$ cat config.mk
export PLATFORM = sky130hd
export DESIGN_NAME = cpu_host_flat
export DESIGN_NICKNAME = d
export VERILOG_FILES = /design/src/rtl/cpu_host_pkg.sv /design/src/rtl/cpu_host_if.sv /design/src/rtl/result_fifo.sv /design/src/rtl/cpu_host.sv /design/src/flat_wrapper.sv
export SDC_FILE = /design/constraint.sdc
export NUM_CORES = 1
export LEC_CHECK = 0
export BUFFER_PORTS_ARGS = -buffer_cell sky130_fd_sc_hd__buf_2
export CAP_MARGIN = 40
export CORE_ASPECT_RATIO = 0.5
export CORE_MARGIN = 2
export CORE_UTILIZATION = 54
export CTS_CLUSTER_DIAMETER = 40
export CTS_CLUSTER_SIZE = 30
export DETAILED_ROUTE_END_ITERATION = 16
export PLACE_DENSITY_LB_ADDON = 0.15
export SYNTH_ARGS = -nofsm -noshare
export SYNTH_HDL_FRONTEND = slang
export SYNTH_SLANG_ARGS = --single-unit
$ cat constraint.sdc
create_clock -name clk -period 4.25 [get_ports clk]
set_input_delay 0.425 -clock clk [delete_from_list [all_inputs] [get_ports clk]]
set_output_delay 0.425 -clock clk [all_outputs]
set_load 0.02 [all_outputs]
$ cat src/rtl/cpu_host_pkg.sv
// cpu_host_pkg: shared state encoding, FIFO entry layout and widths for cpu_host
package cpu_host_pkg;
  localparam int ENTRY_W = 16;
  typedef enum logic [2:0] {IDLE, SETUP, HOLD, SAMPLE, GAP, DONE} state_t;
  typedef struct packed {
    logic [7:0] idx;
    logic [7:0] res;
  } entry_t;
endpackage

$ cat src/rtl/cpu_host_if.sv
// cpu_host_if: index/handshake/result link between the host initiator and the cpu
interface cpu_host_if;
  logic [7:0] index;
  logic       handshake;
  logic [7:0] result;
  modport master (output index, output handshake, input result);
  modport slave (input index, input handshake, output result);
endinterface

$ cat src/rtl/result_fifo.sv
// result_fifo: first-word-fall-through FIFO with wrapping pointers and an occupancy count
module result_fifo
  import cpu_host_pkg::*;
#(
  parameter int DEPTH = 4,
  parameter int WIDTH = ENTRY_W
) (
  input  logic             clk,
  input  logic             reset,
  input  logic             push,
  input  logic             pop,
  input  logic [WIDTH-1:0] din,
  output logic [WIDTH-1:0] dout,
  output logic             empty,
  output logic             full
);
  localparam int AW = $clog2(DEPTH);
  logic [WIDTH-1:0] mem [DEPTH];
  logic [AW-1:0] wp, rp;
  logic [AW:0] occ;
  logic do_push, do_pop;
  assign empty = occ == '0;
  assign full = occ == (AW+1)'(DEPTH);
  assign do_pop = pop && !empty;
  assign do_push = push && (!full || do_pop);
  assign dout = empty ? '0 : mem[rp];
  // storage needs no reset: the head is masked while empty
  always_ff @(posedge clk)
    if (do_push) mem[wp] <= din;
  // pointers wrap at their natural width; occupancy tracks push minus pop
  always_ff @(posedge clk or posedge reset)
    if (reset) begin
      wp <= '0;
      rp <= '0;
      occ <= '0;
    end else begin
      if (do_push) wp <= wp + 1'b1;
      if (do_pop) rp <= rp + 1'b1;
      occ <= occ + (AW+1)'(do_push) - (AW+1)'(do_pop);
    end
endmodule

$ cat src/rtl/cpu_host.sv
// cpu_host: steps index through a run, pulses handshake per index and queues {index, result}
module cpu_host
  import cpu_host_pkg::*;
#(
  parameter int HOLD_CYCLES = 150,
  parameter int GAP_CYCLES = 5,
  parameter int FIFO_DEPTH = 4
) (
  input  logic        clk,
  input  logic        reset,
  input  logic        start,
  input  logic [7:0]  first_index,
  input  logic [7:0]  count,
  cpu_host_if.master  cpu,
  output logic        busy,
  output logic        done,
  output logic        fifo_empty,
  output logic        fifo_full,
  output logic [15:0] fifo_data,
  input  logic        rd_en
);
  state_t st, nxt;
  logic [7:0] idx, rem;
  logic [15:0] cnt;
  logic hold_done, gap_done, parked;
  entry_t ent;
  assign parked = st == IDLE || st == DONE;
  assign hold_done = cnt == 16'(HOLD_CYCLES - 1);
  assign gap_done = cnt >= 16'(GAP_CYCLES - 1);
  assign busy = !parked;
  assign done = st == DONE;
  assign cpu.index = idx;
  assign cpu.handshake = st == HOLD || st == SAMPLE;
  assign ent.idx = idx;
  assign ent.res = cpu.result;
  // next-state: a finished gap stalls while the FIFO is full so a push never overflows it
  always_comb begin
    nxt = st;
    case (st)
      IDLE, DONE: if (start) nxt = (count != 8'd0) ? SETUP : DONE;
      SETUP:      nxt = HOLD;
      HOLD:       if (hold_done) nxt = SAMPLE;
      SAMPLE:     nxt = GAP;
      GAP:        if (gap_done) nxt = (rem == 8'd0) ? DONE : fifo_full ? GAP : SETUP;
      default:    nxt = IDLE;
    endcase
  end
  // state, window counter (cleared on every state change, saturating in a stalled gap), index and remaining count
  always_ff @(posedge clk or posedge reset)
    if (reset) begin
      st <= IDLE;
      idx <= 8'h00;
      rem <= 8'h00;
      cnt <= '0;
    end else begin
      st <= nxt;
      cnt <= (nxt != st) ? '0 : (st == GAP && gap_done) ? cnt : cnt + 1'b1;
      if (parked && start && count != 8'd0) begin
        idx <= first_index;
        rem <= count;
      end
      if (st == GAP && nxt == SETUP) idx <= idx + 8'd1;
      if (st == SAMPLE) rem <= rem - 8'd1;
    end
  result_fifo #(.DEPTH(FIFO_DEPTH), .WIDTH(ENTRY_W)) u_fifo (
    .clk   (clk),
    .reset (reset),
    .push  (st == SAMPLE),
    .pop   (rd_en),
    .din   (ent),
    .dout  (fifo_data),
    .empty (fifo_empty),
    .full  (fifo_full)
  );
endmodule

$ cat src/flat_wrapper.sv
// flat-port wrapper written by rule: the top's interface ports become plain ports
module cpu_host_flat import cpu_host_pkg::*;
#(
  parameter int HOLD_CYCLES = 150,
  parameter int GAP_CYCLES = 5,
  parameter int FIFO_DEPTH = 4
)
  (clk, reset, start, first_index, count, busy, done, fifo_empty, fifo_full, fifo_data, rd_en, cpu_index, cpu_handshake, cpu_result);
  cpu_host_if cpu_i ();
  input  logic clk;
  input  logic reset;
  input  logic start;
  input  logic [7:0] first_index;
  input  logic [7:0] count;
  output logic busy;
  output logic done;
  output logic fifo_empty;
  output logic fifo_full;
  output logic [15:0] fifo_data;
  input  logic rd_en;
  output wire logic [$bits(cpu_i.index)-1:0] cpu_index;
  output wire logic [$bits(cpu_i.handshake)-1:0] cpu_handshake;
  input wire logic [$bits(cpu_i.result)-1:0] cpu_result;
  assign cpu_index = cpu_i.index;
  assign cpu_handshake = cpu_i.handshake;
  assign cpu_i.result = cpu_result;
  cpu_host #(.HOLD_CYCLES(HOLD_CYCLES), .GAP_CYCLES(GAP_CYCLES), .FIFO_DEPTH(FIFO_DEPTH)) u_core (.clk(clk), .reset(reset), .start(start), .first_index(first_index), .count(count), .cpu(cpu_i), .busy(busy), .done(done), .fifo_empty(fifo_empty), .fifo_full(fifo_full), .fifo_data(fifo_data), .rd_en(rd_en));
endmodule
==> results of run 1 <==
==> cells in the mapped netlist, drive strengths merged (11+ instances only) <==
master,instances
a21oi,11
dfrtp,42
edfxtp,64
inv,17
mux4,16
nand2,23
nand3,13
nor2,32
nor2b,17
o21ai,11
xnor2,13
xor2,11
==> state kept, by name, summed over array words and instances (netlist names) <==
register / flops
u_core.u_fifo.mem: 64
u_core.u_fifo.occ: 3
u_core.cpu.index: 8
u_core.u_fifo.wp: 2
u_core.rem: 8
u_core.st: 3
u_core.cnt: 16
u_core.u_fifo.rp: 2
==> area by class of cell <==
type	count	area [µm²]	area share, %
multi-input combinational	232	1790	32.2
clock buffer	9	225	4.05
tap	117	146	2.63
sequential	106	2970	53.4
clock inverter	6	42.5	0.765
inverter	17	63.8	1.15
timing repair buffer	59	323	5.80
==> power groups by stage <==
stage               clock network (W)  registers (W)  logic [W]
CTS                          0.000777        0.00160    0.00133
detailed placement                  0        0.00162    0.00133
finish                       0.000765        0.00160    0.00131
global placement                    0        0.00163    0.00121
global route                 0.000822        0.00164    0.00143
floorplan                           0        0.00153   0.000982
==> worst min-delay path: stages <==
cell and delay [ns]:
buf_2 0.09, inv_1 0.04, buf_4 0.45
==> kinds of logic after synthesis <==
family / count (synthesis) / synth area share [%]
AOI/OAI and AO/OA: 49 / 7.82
xor gates and xnor gates: 24 / 4.31
adders and majority gates: 11 / 2.98
buffers and inverters: 31 / 2.46
DFF: 106 / 60.9
muxes: 16 / 7.39
and+or+nand+nor: 132 / 14.1
==> per-stage QoR <==
stage                     power (W)  instance area, µm²
after floorplan             0.00251                4880
after CTS                   0.00371                5560
after global routing        0.00389                5560
after detailed placement    0.00295                5300
after global placement      0.00285                5270
final                       0.00368                5560
==> layer usage <==
layer / part of all wire (%) / global-route usage, %
met1: 44 / 26.2
met2: 50 / 35.4
met3: 5.0 / 5.95
met4: 1.6 / 8.50
met5: 0 / 0
==> final timing paths <==
path	from	endpoint	cells past startpoint
worst max register to register	u_core.st[1]	u_core.u_fifo.mem[0][10]	4
worst min register to register	u_core.u_fifo.occ[2]	u_core.u_fifo.occ[2]	1
worst min-delay path	reset	u_core.rem[4]	3
worst max-delay path	u_core.st[1]	u_core.u_fifo.mem[0][10]	4
max in group asynchronous	reset	u_core.cpu.index[6]	3
min in group clk	cpu_result[0]	u_core.u_fifo.mem[1][0]	1
==> metrics.cfg, run 1 <==
[floorplanning]
core_um2=8740
num_rows=24
dieArea_um2=9860
ios=57
die_x_um=138
initial_core_util_pct=55.8
fp.dieH_um=71.2

[synth]
synthesis.area_um2=4880
synth-seq-area-share_pct=60.9
syn_nets=408
syn_area_per_cell_um2=13.2
synth_cell_types=47
ys_async_sr_fraction_pct=39.6
synth_top_area_cell=edfxtp_1
ys_seq_elements=106
synth_edf_count=64
synthTopCellsByArea=edfxtp_1 (39%), dfrtp_1 (22%), mux4_2 (7.4%)
syn-instance-count=369
yosys_warnings=0
yosysTopAreaCellShare_pct=39.4
synth_flop_cell=edfxtp_1

[placed_design]
dp.cells=531
place_congestion=0.876
pre_cts_slack_ns=1.71
dp_hpwl_mm=6.54
port_buffers=56

[detailed_routing]
wl_per_cell_um=17.4
ant_nets=0
num_vias=3072
drtIter0Drc=141
routed_wl_mm=9.52
drt_pass1_iterations=4
vias_per_cell=5.63
drc=0

[worst_setup_path]
critPathKind=reg -> reg
crit_chain=nor2b_1, nand2_1, a21oi_1, and2_1
cp.arrival_ns=2.52
cp_slowest_stage_delay_ns=0.75
path_buf_inv=0
crit_slowest_cell=and2_1
crit_fanout=16
r2r_slack_ns=1.71
cp.required_ns=4.23
crit_path_end_kind=flip-flop
startpoint_type=flip-flop
cp_top_family=simple AND/OR/NAND/NOR gates

[min_path]
hp-class=in -> async

[power_and_ir_drop]
internal_power_w=0.00230
swShare_pct=37.6
power_frac_seq_pct=43.5
switching_power_w=0.00138
clock_power_share_pct=20.8
combinationalPowerShare_pct=35.7
p_leak_nw=2.16
ir_drop_mv=0.331
p_per_area_nw_per_um2=661

[finish]
fillers=657
fin_util_pct=63.7
final_common_cell=edfxtp_1
synthToLayoutAreaGrowth_pct=14.1
final_cell_mix=edfxtp_1 (64), buf_2 (56), dfrtp_1 (42), nor2_1 (32), nand2_1 (23)
diodes=0
nets=464
fin_cells=546
drive_above_1_share_pct=23.5

[grt]
antenna_found_initial=0
grt_pass1_wl_mm=15.9
grt_pass1_vias=3243
grt-ovfl-total=0
grt_start_max_net_pins=43
gr-usage-all-layers_pct=20.9

[clock_network]
h-tree-depth=3
clk_latency_ns=0.35
clock_sinks=106
numCtsBuffers=9
clk_pin_slew_worst_paths_ns=0.07
cts_resized=0
root_buffer=clkbuf_16
cts_hold_buffers=0
clockBufferDepth=2
post_cts_buffers=0
cts_tree=done

[sta]
tns_ns=0
tightest_slew_ns=0.843
rsz0062_at_grt=no
finalHoldViolCount=0
layout_min_cycle_time_ns=2.54
setup_viol=0
period_share_pct=59.9
max_freq_mhz=393
final.setup_skew_ns=0.00566
relSlewSlack_pct=43.8
hold_slack_ns=0.196
drv_slew=0
layout_setup_ws_ns=1.71

[job]
drv_cap=0

[status]
outcome=finished, final reports clean

No activity file was read; power rests on OpenSTA's default activity.
==> run 2, diff against run 1 <==
==> constraint.sdc (replaced) <==
create_clock -name clk -period 2.6 [get_ports clk]
set_input_delay 0.26 -clock clk [delete_from_list [all_inputs] [get_ports clk]]
set_output_delay 0.26 -clock clk [all_outputs]
set_load 0.02 [all_outputs]
==> metrics.cfg, run 2 (same netlist as run 1, synthesis figures left out) <==
[status]
outcome=finished, final reports clean

[finish]
fillers=667
drive_above_1_share_pct=25.7
top_regs=u_core.u_fifo.mem (64), u_core.cnt (16)
nets=474
final_cell_mix=edfxtp_1 (64), buf_2 (56), dfrtp_1 (41), nor2_1 (32), nand2_1 (23)
final_common_cell=edfxtp_1
largest_reg_flops=64
synthToLayoutAreaGrowth_pct=15.9
finalInstanceArea_um2=5650
diodes=0
top_register=u_core.u_fifo.mem
fin_cells=557

[worst_setup_path]
path_buf_inv=1
r2r_slack_ns=0.14
cp.arrival_ns=2.69
startpoint_type=flip-flop
cp_slowest_stage_delay_ns=0.49
crit_chain=inv_1, ha_1, or4b_4, o41ai_4, o211ai_4, a221oi_4, o21ai_1, a21o_1
crit_path_end_kind=flip-flop
critPathKind=reg -> reg
crit_slowest_cell=or4b_4
crit_fanout=6
cp_top_family=compound AO/OA/AOI/OAI gates
cp.required_ns=2.83

[floorplanning]
num_rows=24
fp.dieH_um=71.2
ios=57
initial_core_util_pct=55.8
die_x_um=138
dieArea_um2=9860
core_um2=8740

[grt]
grt-ovfl-total=0
grt_pass1_vias=3348
grt_start_max_net_pins=43
antenna_found_initial=0
gr-usage-all-layers_pct=21.2
grt_pass1_wl_mm=16.3

[sta]
tns_ns=0
drv_slew=0
max_freq_mhz=406
final.setup_skew_ns=0.00771
rsz0062_at_grt=no
tightest_slew_ns=0.544
setup_viol=0
finalHoldViolCount=0
layout_min_cycle_time_ns=2.46
layout_setup_ws_ns=0.138
period_share_pct=94.7
relSlewSlack_pct=63.6

[clock_network]
clk_latency_ns=0.34
h-tree-depth=3
clk_pin_slew_worst_paths_ns=0.07
cts_tree=done
clock_sinks=106
root_buffer=clkbuf_16
cts_hold_buffers=0
numCtsBuffers=9
clockBufferDepth=2

[placed_design]
place_congestion=0.859
dp_hpwl_mm=6.59
dp.cells=540
placed_cell_area_um2=5360
port_buffers=56
pre_cts_slack_ns=0.144

[detailed_routing]
ant_nets=0
drc=0
num_vias=3148
drt_pass1_iterations=4
wl_per_cell_um=17.4
routed_wl_mm=9.71
drtIter0Drc=162
vias_per_cell=5.65

[power_and_ir_drop]
p_per_area_nw_per_um2=1080
ir_drop_mv=0.610
power_w=0.00611
p_leak_nw=2.22

[min_path]
hp-class=in -> async

[job]
drv_cap=0

==> run 2: through the flow <==
stage | hold WS [ns] | utilization (%)
after floorplan | 0.359 | -
after global placement | 0.418 | 61.3
after detailed placement | 0.431 | 61.3
after CTS | 0.0563 | 64.6
after global routing | 0.105 | 64.7
final | 0.0395 | 64.7
==> run 2: per-layer routing <==
metal / GRT usage (%) / part of all wire (%) / wire length, µm / up-vias
met5: 0 / 0 / 0 / -
met4: 6.46 / 0.88 / 85 / 0
met3: 5.28 / 4.3 / 413 / 11
met2: 36.5 / 49 / 4770 / 65
met1: 27.5 / 46 / 4440 / 1580
li1: - / - / - / 1492
==> run 2: tightest hold or removal path, stage by stage <==
cell	delay, ns
buf_2	0.09
inv_1	0.04
buf_4	0.44
==> run 2: cell type report <==
cell class	instances	area, µm²	share of cell area [%]
Timing Repair Buffer	69	390	6.91
Sequential cell	106	2970	52.6
Tap cell	117	146	2.59
Inverter	17	63.8	1.13
Clock buffer	9	225	3.98
Clock inverter	7	58.8	1.04
Multi-Input combinational cell	232	1790	31.7
==> run 2: timing repair <==
item | CTS | global route
gates resized for setup | 0 | 1
setup buffers | 0 | 1
setup endpoints to repair | 0 | 3
==> run 2: path summary, 6_finish.rpt <==
kind / start / to / cells past startpoint
max: u_core.rem[0] / u_core.cpu.index[2] / 8
min: reset / u_core.cnt[1] / 3
max reg2reg: u_core.rem[0] / u_core.cpu.index[2] / 8
min reg2reg: u_core.u_fifo.occ[2] / u_core.u_fifo.occ[2] / 1
max in group asynchronous: reset / u_core.st[1] / 3
min in group clk: cpu_result[5] / u_core.u_fifo.mem[3][5] / 1
==> run 2: where the power goes <==
group | switching, W | internal (W) | total [W]
combinational | 0.00127 | 0.000979 | 0.00224
sequential | 0.000423 | 0.00216 | 0.00259
clock | 0.000611 | 0.000664 | 0.00128
total | 0.00230 | 0.00381 | 0.00611
==> run 3, diff against run 2 <==
--- a/config.mk
+++ b/config.mk
@@ -7,11 +7,10 @@
 export LEC_CHECK = 0
 export BUFFER_PORTS_ARGS = -buffer_cell sky130_fd_sc_hd__buf_2
 export CAP_MARGIN = 40
-export CORE_ASPECT_RATIO = 0.5
+export CORE_ASPECT_RATIO = 0.6
 export CORE_MARGIN = 2
-export CORE_UTILIZATION = 54
+export CORE_UTILIZATION = 45
 export CTS_CLUSTER_DIAMETER = 40
-export CTS_CLUSTER_SIZE = 30
 export DETAILED_ROUTE_END_ITERATION = 16
 export PLACE_DENSITY_LB_ADDON = 0.15
 export SYNTH_ARGS = -nofsm -noshare
==> metrics.cfg, run 3 (same netlist as run 1, synthesis figures left out) <==
[finish]
final_common_cell=edfxtp_1
synthToLayoutAreaGrowth_pct=17.9
fin_util_pct=54.5
diodes=0
top_regs=u_core.u_fifo.mem (64), u_core.cnt (16)
nets=478
fillers=910
drive_above_1_share_pct=26.8
top_register=u_core.u_fifo.mem
largest_reg_flops=64
final_cell_mix=edfxtp_1 (64), buf_2 (56), dfrtp_1 (42), nor2_1 (32), nand2_1 (23)

[worst_setup_path]
crit_path_end_kind=flip-flop
r2r_cells=8
cp.required_ns=2.84
rr_startpoint=u_core.rem[1]
crit_fanout=6
r2r_end=u_core.cpu.index[4]
critPathKind=reg -> reg
crit_start=u_core.rem[1]
r2r_slack_ns=0.1
endpoint=u_core.cpu.index[4]
cp.arrival_ns=2.74
startpoint_type=flip-flop

[status]
outcome=finished, final reports clean

[detailed_routing]
drt_pass1_iterations=4
ant_nets=0
drc=0
drtIter0Drc=237
num_vias=3110
vias_per_cell=5.33
routed_wl_mm=10.2
wl_per_cell_um=17.4

[power_and_ir_drop]
ir_drop_mv=0.526
combinationalPowerShare_pct=36.5
clock_power_share_pct=23.4
p_per_area_nw_per_um2=1100
power_frac_seq_pct=40.0
switching_power_w=0.00229
p_leak_nw=2.25
swShare_pct=36.2
internal_power_w=0.00403

[placed_design]
port_buffers=56
pre_cts_slack_ns=0.137
dp_hpwl_mm=6.89
place_congestion=0.827

[job]
drv_cap=0

[grt]
grt_pass1_wl_mm=16.6
grt-ovfl-total=0
grt_start_max_net_pins=43
grt_pass1_vias=3032
antenna_found_initial=0
gr-usage-all-layers_pct=18.5

[clock_network]
clk_latency_ns=0.34
numCtsBuffers=9
clockBufferDepth=2
clk_pin_slew_worst_paths_ns=0.07
cts_hold_buffers=0
root_buffer=clkbuf_16
h-tree-depth=3
cts_tree=done
clock_sinks=106

[sta]
drv_slew=0
final.setup_skew_ns=0.00598
finalHoldViolCount=0
setup_viol=0
layout_min_cycle_time_ns=2.50
tns_ns=0
layout_setup_ws_ns=0.0995
period_share_pct=96.2
relSlewSlack_pct=56.3
tightest_slew_ns=0.655
max_freq_mhz=400

[min_path]
hp-class=in -> async

[floorplanning]
initial_core_util_pct=46.2
ios=57
num_rows=29
core_um2=10600
die_x_um=138
dieArea_um2=11700
fp.dieH_um=84.7

[run 3: cell count changes in the layout (fill, tap and decap cells not counted), moves of 2 or more]
cell,delta
inv_8,-2
inv_1,-2
inv_2,+2
buf_4,+5
bufinv_16,+2
[run 3: per-layer routing]
metal / track usage (%) / wire, µm
met5: 0 / 0
met4: 4.73 / 115
met3: 5.93 / 577
met2: 26.0 / 4340
met1: 27.8 / 5120
[run 3: worst min-delay path by stage]
| stage | startpoint | to | cells after the start |
|---|---|---|---|
| global placement | reset | u_core.rem[3] | 3 |
| finish | reset | u_core.rem[3] | 3 |
| CTS | reset | u_core.cpu.index[0] | 3 |
| detailed placement | reset | u_core.cpu.index[0] | 3 |
| global route | reset | u_core.rem[3] | 3 |
| floorplan | cpu_result[0] | u_core.u_fifo.mem[0][0] | 0 |
[run 3: stage by stage]
stage,hold WS (ns),area [µm²],cells,power [W]
floorplan,0.359,4880,369,0.00410
global placement,0.433,5380,563,0.00478
detailed placement,0.438,5380,563,0.00483
CTS,0.0710,5710,579,0.00632
global route,0.108,5750,583,0.00673
finish,0.0391,5750,583,0.00632
[run 3: final cells by class]
cell class                 instances  area (µm²)  area share [%]
clock buffer                      10         239            4.15
clock inverter                     6        88.8            1.54
inverter                          17        63.8            1.11
multi-input combinational        232        1810            31.4
sequential                       106        2970            51.7
tap                              139         174            3.02
timing repair buffer              73         408            7.09
[run 3: worst max-delay path, cell delays in order, from the launching register on]
cell and delay, ns:
dfrtp_1 0.40, inv_2 0.11, ha_4 0.15, or4b_4 0.49, o41ai_4 0.37, o211ai_4 0.16, a221oi_4 0.43, o21ai_1 0.12
a21o_1 0.17
[run 3: power groups by stage]
stage	combinational, W	clock, W	sequential, W
after floorplan	0.00161	0	0.00250
after global placement	0.00224	0	0.00255
after detailed placement	0.00227	0	0.00256
after CTS	0.00228	0.00151	0.00253
after global routing	0.00256	0.00158	0.00259
final	0.00231	0.00148	0.00253
[run 3: timing repair]
action                                  4_1_cts  5_1_grt
buffers inserted                              0        4
resized for setup                             0        4
hold endpoints to repair                      0        0
endpoints found under the setup margin        0        5
